===== config.mk =====
export PLATFORM = sky130hd
export DESIGN_NAME = shift_deser
export DESIGN_NICKNAME = d
export VERILOG_FILES = /design/src/rtl/shift_deser_pkg.sv /design/src/rtl/deser_hold_reg.sv /design/src/rtl/shift_deser.sv
export SDC_FILE = /design/constraint.sdc
export NUM_CORES = 1
export LEC_CHECK = 0
export ABC_CLOCK_PERIOD_IN_PS = 1500
export CORE_ASPECT_RATIO = 1.25
export CORE_MARGIN = 1.5
export CORE_UTILIZATION = 40
export CTS_CLUSTER_SIZE = 8
export DETAILED_ROUTE_END_ITERATION = 8
export GPL_TIMING_DRIVEN = 0
export PLACE_DENSITY = 0.69
export SKIP_LAST_GASP = 1
export SYNTH_ARGS = -nofsm -noshare
export SYNTH_HDL_FRONTEND = slang
export SYNTH_SLANG_ARGS = --single-unit

===== constraint.sdc =====
create_clock -name clk -period 1.5 [get_ports clk]
set_clock_uncertainty 0.15 [all_clocks]
set_input_delay 0.15 -clock clk [delete_from_list [all_inputs] [get_ports clk]]
set_output_delay 0.15 -clock clk [all_outputs]
set_load 0.03 [all_outputs]

===== src/rtl/shift_deser_pkg.sv =====
// Shared constants for the serial link: default word width, counter sizing and bit order.
package shift_deser_pkg;

  localparam int unsigned DefaultWidth = 8;

  // Bit order agreed with the transmitter: first bit on the wire is the word MSB.
  localparam bit MsbFirst = 1'b1;

  function automatic int unsigned clog2(input int unsigned n);
    int unsigned r;
    r = 0;
    while ((32'd1 << r) < n) r++;
    return r;
  endfunction

endpackage


===== src/rtl/deser_hold_reg.sv =====
// Single-entry valid/ready holding register; drops and flags words that arrive while full.
module deser_hold_reg
  import shift_deser_pkg::*;
#(
  parameter int unsigned WIDTH = DefaultWidth
) (
  input  logic             clk,
  input  logic             rst_n,
  input  logic             i_load,
  input  logic [WIDTH-1:0] i_word,
  input  logic             i_ready,
  input  logic             i_ovr_clr,
  output logic [WIDTH-1:0] o_data,
  output logic             o_valid,
  output logic             o_overrun
);

  logic [WIDTH-1:0] r_data;
  logic             r_valid;
  logic             r_overrun;
  logic             w_free;

  // A word being drained this cycle frees the slot for a same-cycle load.
  assign w_free = !r_valid || i_ready;

  always_ff @(posedge clk or negedge rst_n) begin
    if (!rst_n) begin
      r_data    <= '0;
      r_valid   <= 1'b0;
      r_overrun <= 1'b0;
    end else begin
      if (i_load && w_free) begin
        r_data  <= i_word;
        r_valid <= 1'b1;
      end else if (r_valid && i_ready) begin
        r_valid <= 1'b0;
      end

      if (i_load && !w_free) begin
        r_overrun <= 1'b1;
      end else if (i_ovr_clr) begin
        r_overrun <= 1'b0;
      end
    end
  end

  assign o_data    = r_data;
  assign o_valid   = r_valid;
  assign o_overrun = r_overrun;

endmodule


===== src/rtl/shift_deser.sv =====
// Serial-to-parallel receiver: shifts in one bit per strobe and hands full words to a holding
// register with valid/ready output.
module shift_deser
  import shift_deser_pkg::*;
#(
  parameter int unsigned WIDTH = DefaultWidth,
  localparam int unsigned CNT_W = clog2(WIDTH)
) (
  input  logic             clk,
  input  logic             rst_n,
  input  logic             i_bit,
  input  logic             i_bit_en,
  input  logic             i_sync,
  input  logic             i_ready,
  input  logic             i_ovr_clr,
  output logic [WIDTH-1:0] o_data,
  output logic             o_valid,
  output logic             o_overrun,
  output logic [CNT_W-1:0] o_bit_cnt
);

  localparam logic [CNT_W-1:0] LastCnt = CNT_W'(WIDTH - 1);

  logic [WIDTH-1:0] r_sh;
  logic [CNT_W-1:0] r_cnt;
  logic [WIDTH-1:0] w_sh_next;
  logic             w_complete;

  assign w_sh_next  = MsbFirst ? {r_sh[WIDTH-2:0], i_bit} : {i_bit, r_sh[WIDTH-1:1]};
  assign w_complete = i_bit_en && !i_sync && (r_cnt == LastCnt);

  always_ff @(posedge clk or negedge rst_n) begin
    if (!rst_n) begin
      r_sh  <= '0;
      r_cnt <= '0;
    end else if (i_sync) begin
      // A strobe coinciding with sync becomes the first bit of the realigned word.
      r_sh  <= i_bit_en ? {{(WIDTH-1){1'b0}}, i_bit} : '0;
      r_cnt <= i_bit_en ? CNT_W'(1) : '0;
    end else if (i_bit_en) begin
      r_sh  <= w_sh_next;
      r_cnt <= w_complete ? '0 : r_cnt + 1'b1;
    end
  end

  deser_hold_reg #(
    .WIDTH(WIDTH)
  ) u_hold (
    .clk      (clk),
    .rst_n    (rst_n),
    .i_load   (w_complete),
    .i_word   (w_sh_next),
    .i_ready  (i_ready),
    .i_ovr_clr(i_ovr_clr),
    .o_data   (o_data),
    .o_valid  (o_valid),
    .o_overrun(o_overrun)
  );

  assign o_bit_cnt = r_cnt;

endmodule

[Word level (Yosys, flattened, before mapping)]
Cells that the tools add are included.
Storage, ports and cells
  register bits after elaboration: 20
  output and inout bits: 13
  input port bits: 7
  word-level logic and storage cells: 30
Cells by class
  add/sub/neg operators: 1
  reduce and logical (&&, ||, !) cells: 12
  equality and inequality tests: 1
  mux-type cells: 11
Operators with widths (count)
  2-to-1 mux 7 bit: 2
  2-to-1 mux 3 bit: 3
  2-to-1 mux 1 bit: 6
  nonzero test 2 bit: 3
  logical AND 1 bit: 5
  adder 3 x 1 -> 3 bit, second input constant: 1
  equality test 3 bit, second input constant: 1
  zero test 1 bit: 3
  logical OR 1 bit: 1

[Longest topological paths before layout]
Gate-level depths: netlist of the first run.
  depth in word-level cells: 6
  gate-level depth with buffers: 6
  depth with buffers taken out: 5

[By module]
From an unflattened synthesis of the first run, not the netlist that was laid out.
Second synthesis, totals
  cell total of the unflattened synthesis: 64
  area, all modules: 900.9 sq um
Modules (own cells, without submodules)
  shift_deser: seq. area each 250.2 sq um, cells an instance 40, area an instance 488.0 sq um, times used 1
  deser_hold_reg: seq. area each 250.2 sq um, cells an instance 24, area an instance 412.9 sq um, times used 1

[Least setup slack after synthesis of the first run]
Ideal clock, no wire load.
  kind: register -> register
  from: reg r_cnt[0], in the netlist o_bit_cnt[0]
  to: reg u_hold.r_data[0], in the netlist u_hold.o_data[0]
  cell stages (with the launch flop): 7
  slack: -0.352 ns
  buffers on the path: 1
  period minus slack after synthesis: 1.852 ns
  data arrival time: 1.574 ns
  cells stage by stage: dfrtp_1 -> ha_1 -> ha_1 -> nand3b_1 -> nor2b_1 -> buf_4 -> mux2_1
On the way
  longest elaborated chain between the ends: 3
Ends and longest elaborated chain
  from (decl): line shift_deser.sv:25  | logic [CNT_W-1:0] r_cnt;
  from (signal assigned): line shift_deser.sv:39  | r_cnt <= i_bit_en ? CNT_W'(1) : '0;
  from (signal assigned): line shift_deser.sv:42  | r_cnt <= w_complete ? '0 : r_cnt + 1'b1;
  equality test 3 bit: line shift_deser.sv:30  | assign w_complete = i_bit_en && !i_sync && (r_cnt == LastCnt);
  logical AND 1 bit: line shift_deser.sv:30
  logical AND 1 bit: line deser_hold_reg.sv:32  | if (i_load && w_free) begin
  to (signal assigned): line deser_hold_reg.sv:33  | r_data <= i_word;
  to (decl): line deser_hold_reg.sv:18  | logic [WIDTH-1:0] r_data;
No other way between the ends.
A chain may end at the register's enable or synchronous reset.

[Worst setup path in the final report of the first run]
  from: reg r_cnt[0], in the netlist o_bit_cnt[0]
  to: reg u_hold.r_data[7], in the netlist u_hold.o_data[7]
The elaborated chain is that of the path after synthesis.

==> metrics.cfg, run 1 <==
[synth]
synth_top_cell_by_area=dfrtp_1
syn_inst=64
synth_area_leaders=dfrtp_1 (61%), mux2_1 (11%), mux2i_1 (8.6%)
synth_flop_cell=dfrtp_1
synthAdderAreaFrac_pct=3.07
synth_xor_area_share_pct=0
synth.net_count=73
yosys.area_share.simple_pct=10.9
yosysMostFrequentCell=dfrtp_1
netlist_area_um2=816
synth-compound-area-share_pct=2.61
syn_area_per_cell_um2=12.7
synthMuxAreaShare_pct=19.6
synth_cell_type_count=16
synth_edf_count=0
ys_ff_latch=20
ys_seq_area_share_pct=61.3
yosys_warnings=0
synthArstFlopShare_pct=100
synth_top_family_by_area=multiplexers
synth_common_cells=dfrtp_1 (20), nor2_1 (9), mux2_1 (8), mux2i_1 (7), nand2_1 (4)
synth_top_area_share_pct=61.3

[global_route]
grt.total_usage_pct=15.4
first_global_vias=569
grt_pass1_wl_um=2560
antenna_found_initial=0
grt-ovfl-total=0
grt_max_degree=21

[drt]
via_per_inst=5.07
dr.first_iter.drc_count=10
wirelength_um=1560
num_vias=568
drc=0
wl_per_cell_um=13.9
ant_nets=0
firstDrtPassIters=4

[clocking]
clock_tree.root_cell=clkbuf_4
postCtsHoldBufs=0
cts_sinks=20
clock_latency_ps=290
htreeDepth=1
clk_transition_reported_paths_ps=110
cts_buffers=3
clk_path_buf_depth=2
cts_tree=yes

[timing]
worst_slew_pin_slew_ps=848
slew_headroom_pct=43.3
finalCritPeriodShare_pct=114
hold_viol=0
setup_viol=9
slew_violations=0
fmax_ghz=0.586
setup_ws_ps=-206
hold_slack_ps=177
grt_setup_unrepaired=true
period_needed_ps=1710
fin_tns_setup_ps=-1620

[critical_path]
crit_type=flop to flop
reg2reg_to=u_hold.o_data[7]$_DFFE_PN0P_
worst_ep_required_time_ps=1540
regToRegSetupSlack_ps=-210
crit_arrival_ps=1740
worstRegToRegCells=6
regToRegStartpoint=o_bit_cnt[0]$_DFFE_PN0P_
worstSetupStartpointType=flop
worst_setup_path_end_kind=flop
cp_max_fo=8

[place]
placed_cell_area_mm2=0.00109
place_congestion=0.735
port_buffers=19
hpwl_um=1010

[power_and_ir_drop]
p_per_area_mw_per_mm2=846
p_total_mw=0.978
p_leak_nw=0.606
ir_drop_mv=0.492

[finish]
area_delta_synth_final_pct=41.7
fin_util_pct=59.0
antenna_cells=0
fin_area_mm2=0.00116
finalNetCount=102
drive_above_1_share_pct=26.1

[flow_run]
maxCapViolCount=0

[status]
status=finished with violations
violations=setup timing

[hold_path]
hp-class=input port to async pin

[die]
core_mm2=0.00196
num_rows=18
ioPinCount=20
die_w_um=43.4
fp.dieArea_mm2=0.00232
die_h_um=53.5
initial_core_util_pct=41.6

through the flow:
stage,instances,worst slack (ps)
after global routing,112,-271
after CTS,113,-178
after global placement,103,-319
final,112,-206
after detailed placement,103,-321
after floorplan,64,-225
registers in the layout, indices dropped and copies added, names as in the netlist:
name / count
u_hold.o_overrun: 1
o_bit_cnt: 3
u_hold.o_data: 8
r_sh: 7
u_hold.o_valid: 1
per-layer routing:
metal / vias up / share of wire, % / global-route usage [%]
met5: - / 0 / 0
met4: 0 / 1.0 / 9.09
met3: 2 / 4.4 / 2.73
met2: 16 / 53 / 26.9
met1: 279 / 41 / 17.5
li1: 271 / - / -
final cells by class:
cell class | count | area [µm²]
tap | 20 | 25.0
fill | 174 | 803
clock buffer | 4 | 36.3
buffer | 3 | 20.0
multi-input combinational | 40 | 357
sequential | 20 | 503
inverter | 1 | 3.75
timing repair buffer | 24 | 211
how the worst max path moves through the flow:
stage                        startpoint                           end
2_1_floorplan  o_bit_cnt[0]$_DFFE_PN0P_  u_hold.o_data[0]$_DFFE_PN0P_
3_3_place_gp                   i_bit_en  u_hold.o_data[5]$_DFFE_PN0P_
3_5_place_dp                   i_bit_en  u_hold.o_data[6]$_DFFE_PN0P_
4_1_cts        o_bit_cnt[1]$_DFFE_PN0P_  u_hold.o_data[6]$_DFFE_PN0P_
5_1_grt        o_bit_cnt[1]$_DFFE_PN0P_  u_hold.o_data[0]$_DFFE_PN0P_
6_report       o_bit_cnt[0]$_DFFE_PN0P_  u_hold.o_data[7]$_DFFE_PN0P_
power breakdown:
part / total, mW / switching, mW / internal (mW)
Clock: 0.308 / 0.160 / 0.148
Combinational: 0.104 / 0.0559 / 0.0479
Sequential: 0.566 / 0.0131 / 0.553
cells in the final DEF, fill, tap and decap left out, types with 2 or more instances in the layout:
cell type        synthesis  routed
mux2_4                   0       8
nand2_1                  4       4
o21ai_0                  2       2
mux2i_1                  7       7
nor2_1                   9       9
nand2b_1                 3       3
dfrtp_2                  0       2
nand3b_1                 2       2
buf_4                    1       5
dfrtp_1                 20      18
clkdlybuf4s50_1          0       6
ha_4                     0       2
dlygate4sd2_1            0      13
clkbuf_4                 0       3
worst max-delay path: stages, from the launching register on:
cell	delay, ps
dfrtp_2	420
ha_4	140
ha_4	120
nand3b_1	100
nor2b_1	180
buf_6	180
mux2_4	310
cells by family after synthesis:
kind of cell	Yosys count
adder cells (fa/ha/maj)	2
flip-flops	20
AO/OA/AOI/OAI	4
buffers and inverters	4
multiplexers	15
AND/OR/NAND/NOR	19
repair_timing:
action	4_1_cts	5_1_grt
pin swaps	0	1
gates resized for setup	14	1
endpoints found under the setup margin	21	10
buffers inserted	6	2
Power figures use the tool's default switching activity.
==> inputs of run 2 (changes only) <==
--- a/config.mk
+++ b/config.mk
@@ -11,7 +11,6 @@
 export CORE_UTILIZATION = 40
 export CTS_CLUSTER_SIZE = 8
 export DETAILED_ROUTE_END_ITERATION = 8
-export GPL_TIMING_DRIVEN = 0
 export PLACE_DENSITY = 0.69
 export SKIP_LAST_GASP = 1
 export SYNTH_ARGS = -nofsm -noshare
==> metrics.cfg, run 2 (synthesized netlist as in run 1, its figures left out) <==
[status]
status=finished with violations
violations=setup timing

[timing]
slew_headroom_pct=79.8
grt_setup_unrepaired=true
fmax_ghz=0.612
hold_slack_ps=36.3
hold_viol=0
setup_ws_ps=-134
setup_viol=8
finalCritPeriodShare_pct=109
slew_violations=0
period_needed_ps=1630
worst_slew_pin_slew_ps=305

[power_and_ir_drop]
p_leak_nw=0.615
clockPowerShare_pct=26.6
p_int_mw=0.714
p_sw_mw=0.212
p_total_mw=0.927
swShare_pct=22.9
share_seq_of_total_power_pct=60.8
ir_drop_mv=0.417
pwr-share-comb_pct=12.6
p_per_area_mw_per_mm2=787

[die]
die_w_um=43.4
die_h_um=53.5
fp.dieArea_mm2=0.00232
ioPinCount=20
core_mm2=0.00196
initial_core_util_pct=41.6
num_rows=18

[global_route]
grt_pass1_wl_um=2440
grt-ovfl-total=0
grt.total_usage_pct=14.3
antenna_found_initial=0
first_global_vias=579
grt_max_degree=21

[clocking]
clk_transition_reported_paths_ps=100
htreeDepth=1
cts_sinks=20
cts_tree=yes
cts_buffers=3
clock_tree.root_cell=clkbuf_4
clk_path_buf_depth=2
postCtsHoldBufs=0
clock_latency_ps=280

[drt]
num_vias=567
wirelength_um=1430
ant_nets=0
via_per_inst=4.89
wl_per_cell_um=12.3
dr.first_iter.drc_count=5
drc=0
firstDrtPassIters=4

[hold_path]
hp-class=input port to async pin

[finish]
drive_above_1_share_pct=31.3
nFillCells=173
finalNetCount=106
final_cell_mix=dfrtp_1 (18), buf_4 (11), dlygate4sd2_1 (10)
largest_register_ffs=8
area_delta_synth_final_pct=44.3
antenna_cells=0
final_common_cell=dfrtp_1

[critical_path]
slowest_delay_ps=400
worst_setup_path_end_kind=flop
worstSetupStartpointType=flop
cp_max_fo=8
worst_ep_required_time_ps=1530
crit_path_cell_trace=ha_4 -> ha_4 -> nand3b_1 -> nor2b_1 -> buf_6 -> mux2_4
cp_common_cell=ha_4
crit_arrival_ps=1660
slowest_stage=dfrtp_2
crit_type=flop to flop

[place]
port_buffers=19
hpwl_um=1060
place_congestion=0.682

[flow_run]
maxCapViolCount=0

run 2: what timing repair did:
action                                 4_1_cts  5_1_grt
buffers inserted                             1        1
gates resized for setup                     18        2
setup endpoints to repair                   21        9
pin swaps                                    1        0
endpoints found under the hold margin        0        0
run 2: stage by stage:
step	worst slack (ps)	instance area, µm²	cells	TNS [ps]	utilization, %
after floorplan	-225	873	64	-1800	-
after global placement	-164	1150	110	-1240	58.6
after detailed placement	-181	1150	110	-1400	58.6
after CTS	-144	1170	115	-1130	59.9
after global routing	-213	1180	116	-1670	60.1
final	-134	1180	116	-999	60.1
run 2: final cells by class:
type / count / area, µm² / share of cell area [%]
clock buffer: 4 / 26.3 / 2.23
inverter: 1 / 3.75 / 0.319
multi-input combinational: 40 / 350 / 29.8
sequential: 20 / 503 / 42.7
tap: 20 / 25.0 / 2.13
timing repair buffer: 31 / 269 / 22.8
run 2: power groups by stage:
stage | sequential [mW] | combinational [mW] | clock (mW)
5_1_grt | 0.565 | 0.132 | 0.281
6_report | 0.563 | 0.117 | 0.246
2_1_floorplan | 0.592 | 0.0370 | 0
4_1_cts | 0.564 | 0.121 | 0.267
3_3_place_gp | 0.574 | 0.120 | 0
3_5_place_dp | 0.574 | 0.124 | 0
run 2: worst paths after layout:
check                                             startpoint                      endpoint  slack (ps)  depth (start not counted)
worst max-delay path                o_bit_cnt[0]$_DFFE_PN0P_  u_hold.o_data[6]$_DFFE_PN0P_        -130                          6
worst min-delay path                                   rst_n    u_hold.o_valid$_DFFE_PN0P_          40                          2
worst max register to register      o_bit_cnt[0]$_DFFE_PN0P_  u_hold.o_data[6]$_DFFE_PN0P_        -130                          6
worst min register to register  u_hold.o_data[0]$_DFFE_PN0P_  u_hold.o_data[0]$_DFFE_PN0P_         360                          1
max in group asynchronous                              rst_n      o_bit_cnt[1]$_DFFE_PN0P_         950                          2
min in group clk                                   i_ovr_clr  u_hold.o_overrun$_DFFE_PN0P_         280                          2
run 2: critical path, delay by kind of cell (launching register included):
kind          cells  cell delay, ps
mux               1             310
fa+ha+maj         2             260
simple gates      2             230
flops             1             400
buf+inv           1             170
run 2: metal layers:
layer  global-route usage, %  vias to the layer above  share of wire (%)
li1                        -                      281                  -
met1                    17.1                      270                 44
met2                    24.4                       14                 51
met3                    2.05                        2                4.2
met4                    7.58                        0               0.91
met5                       0                        -                  0
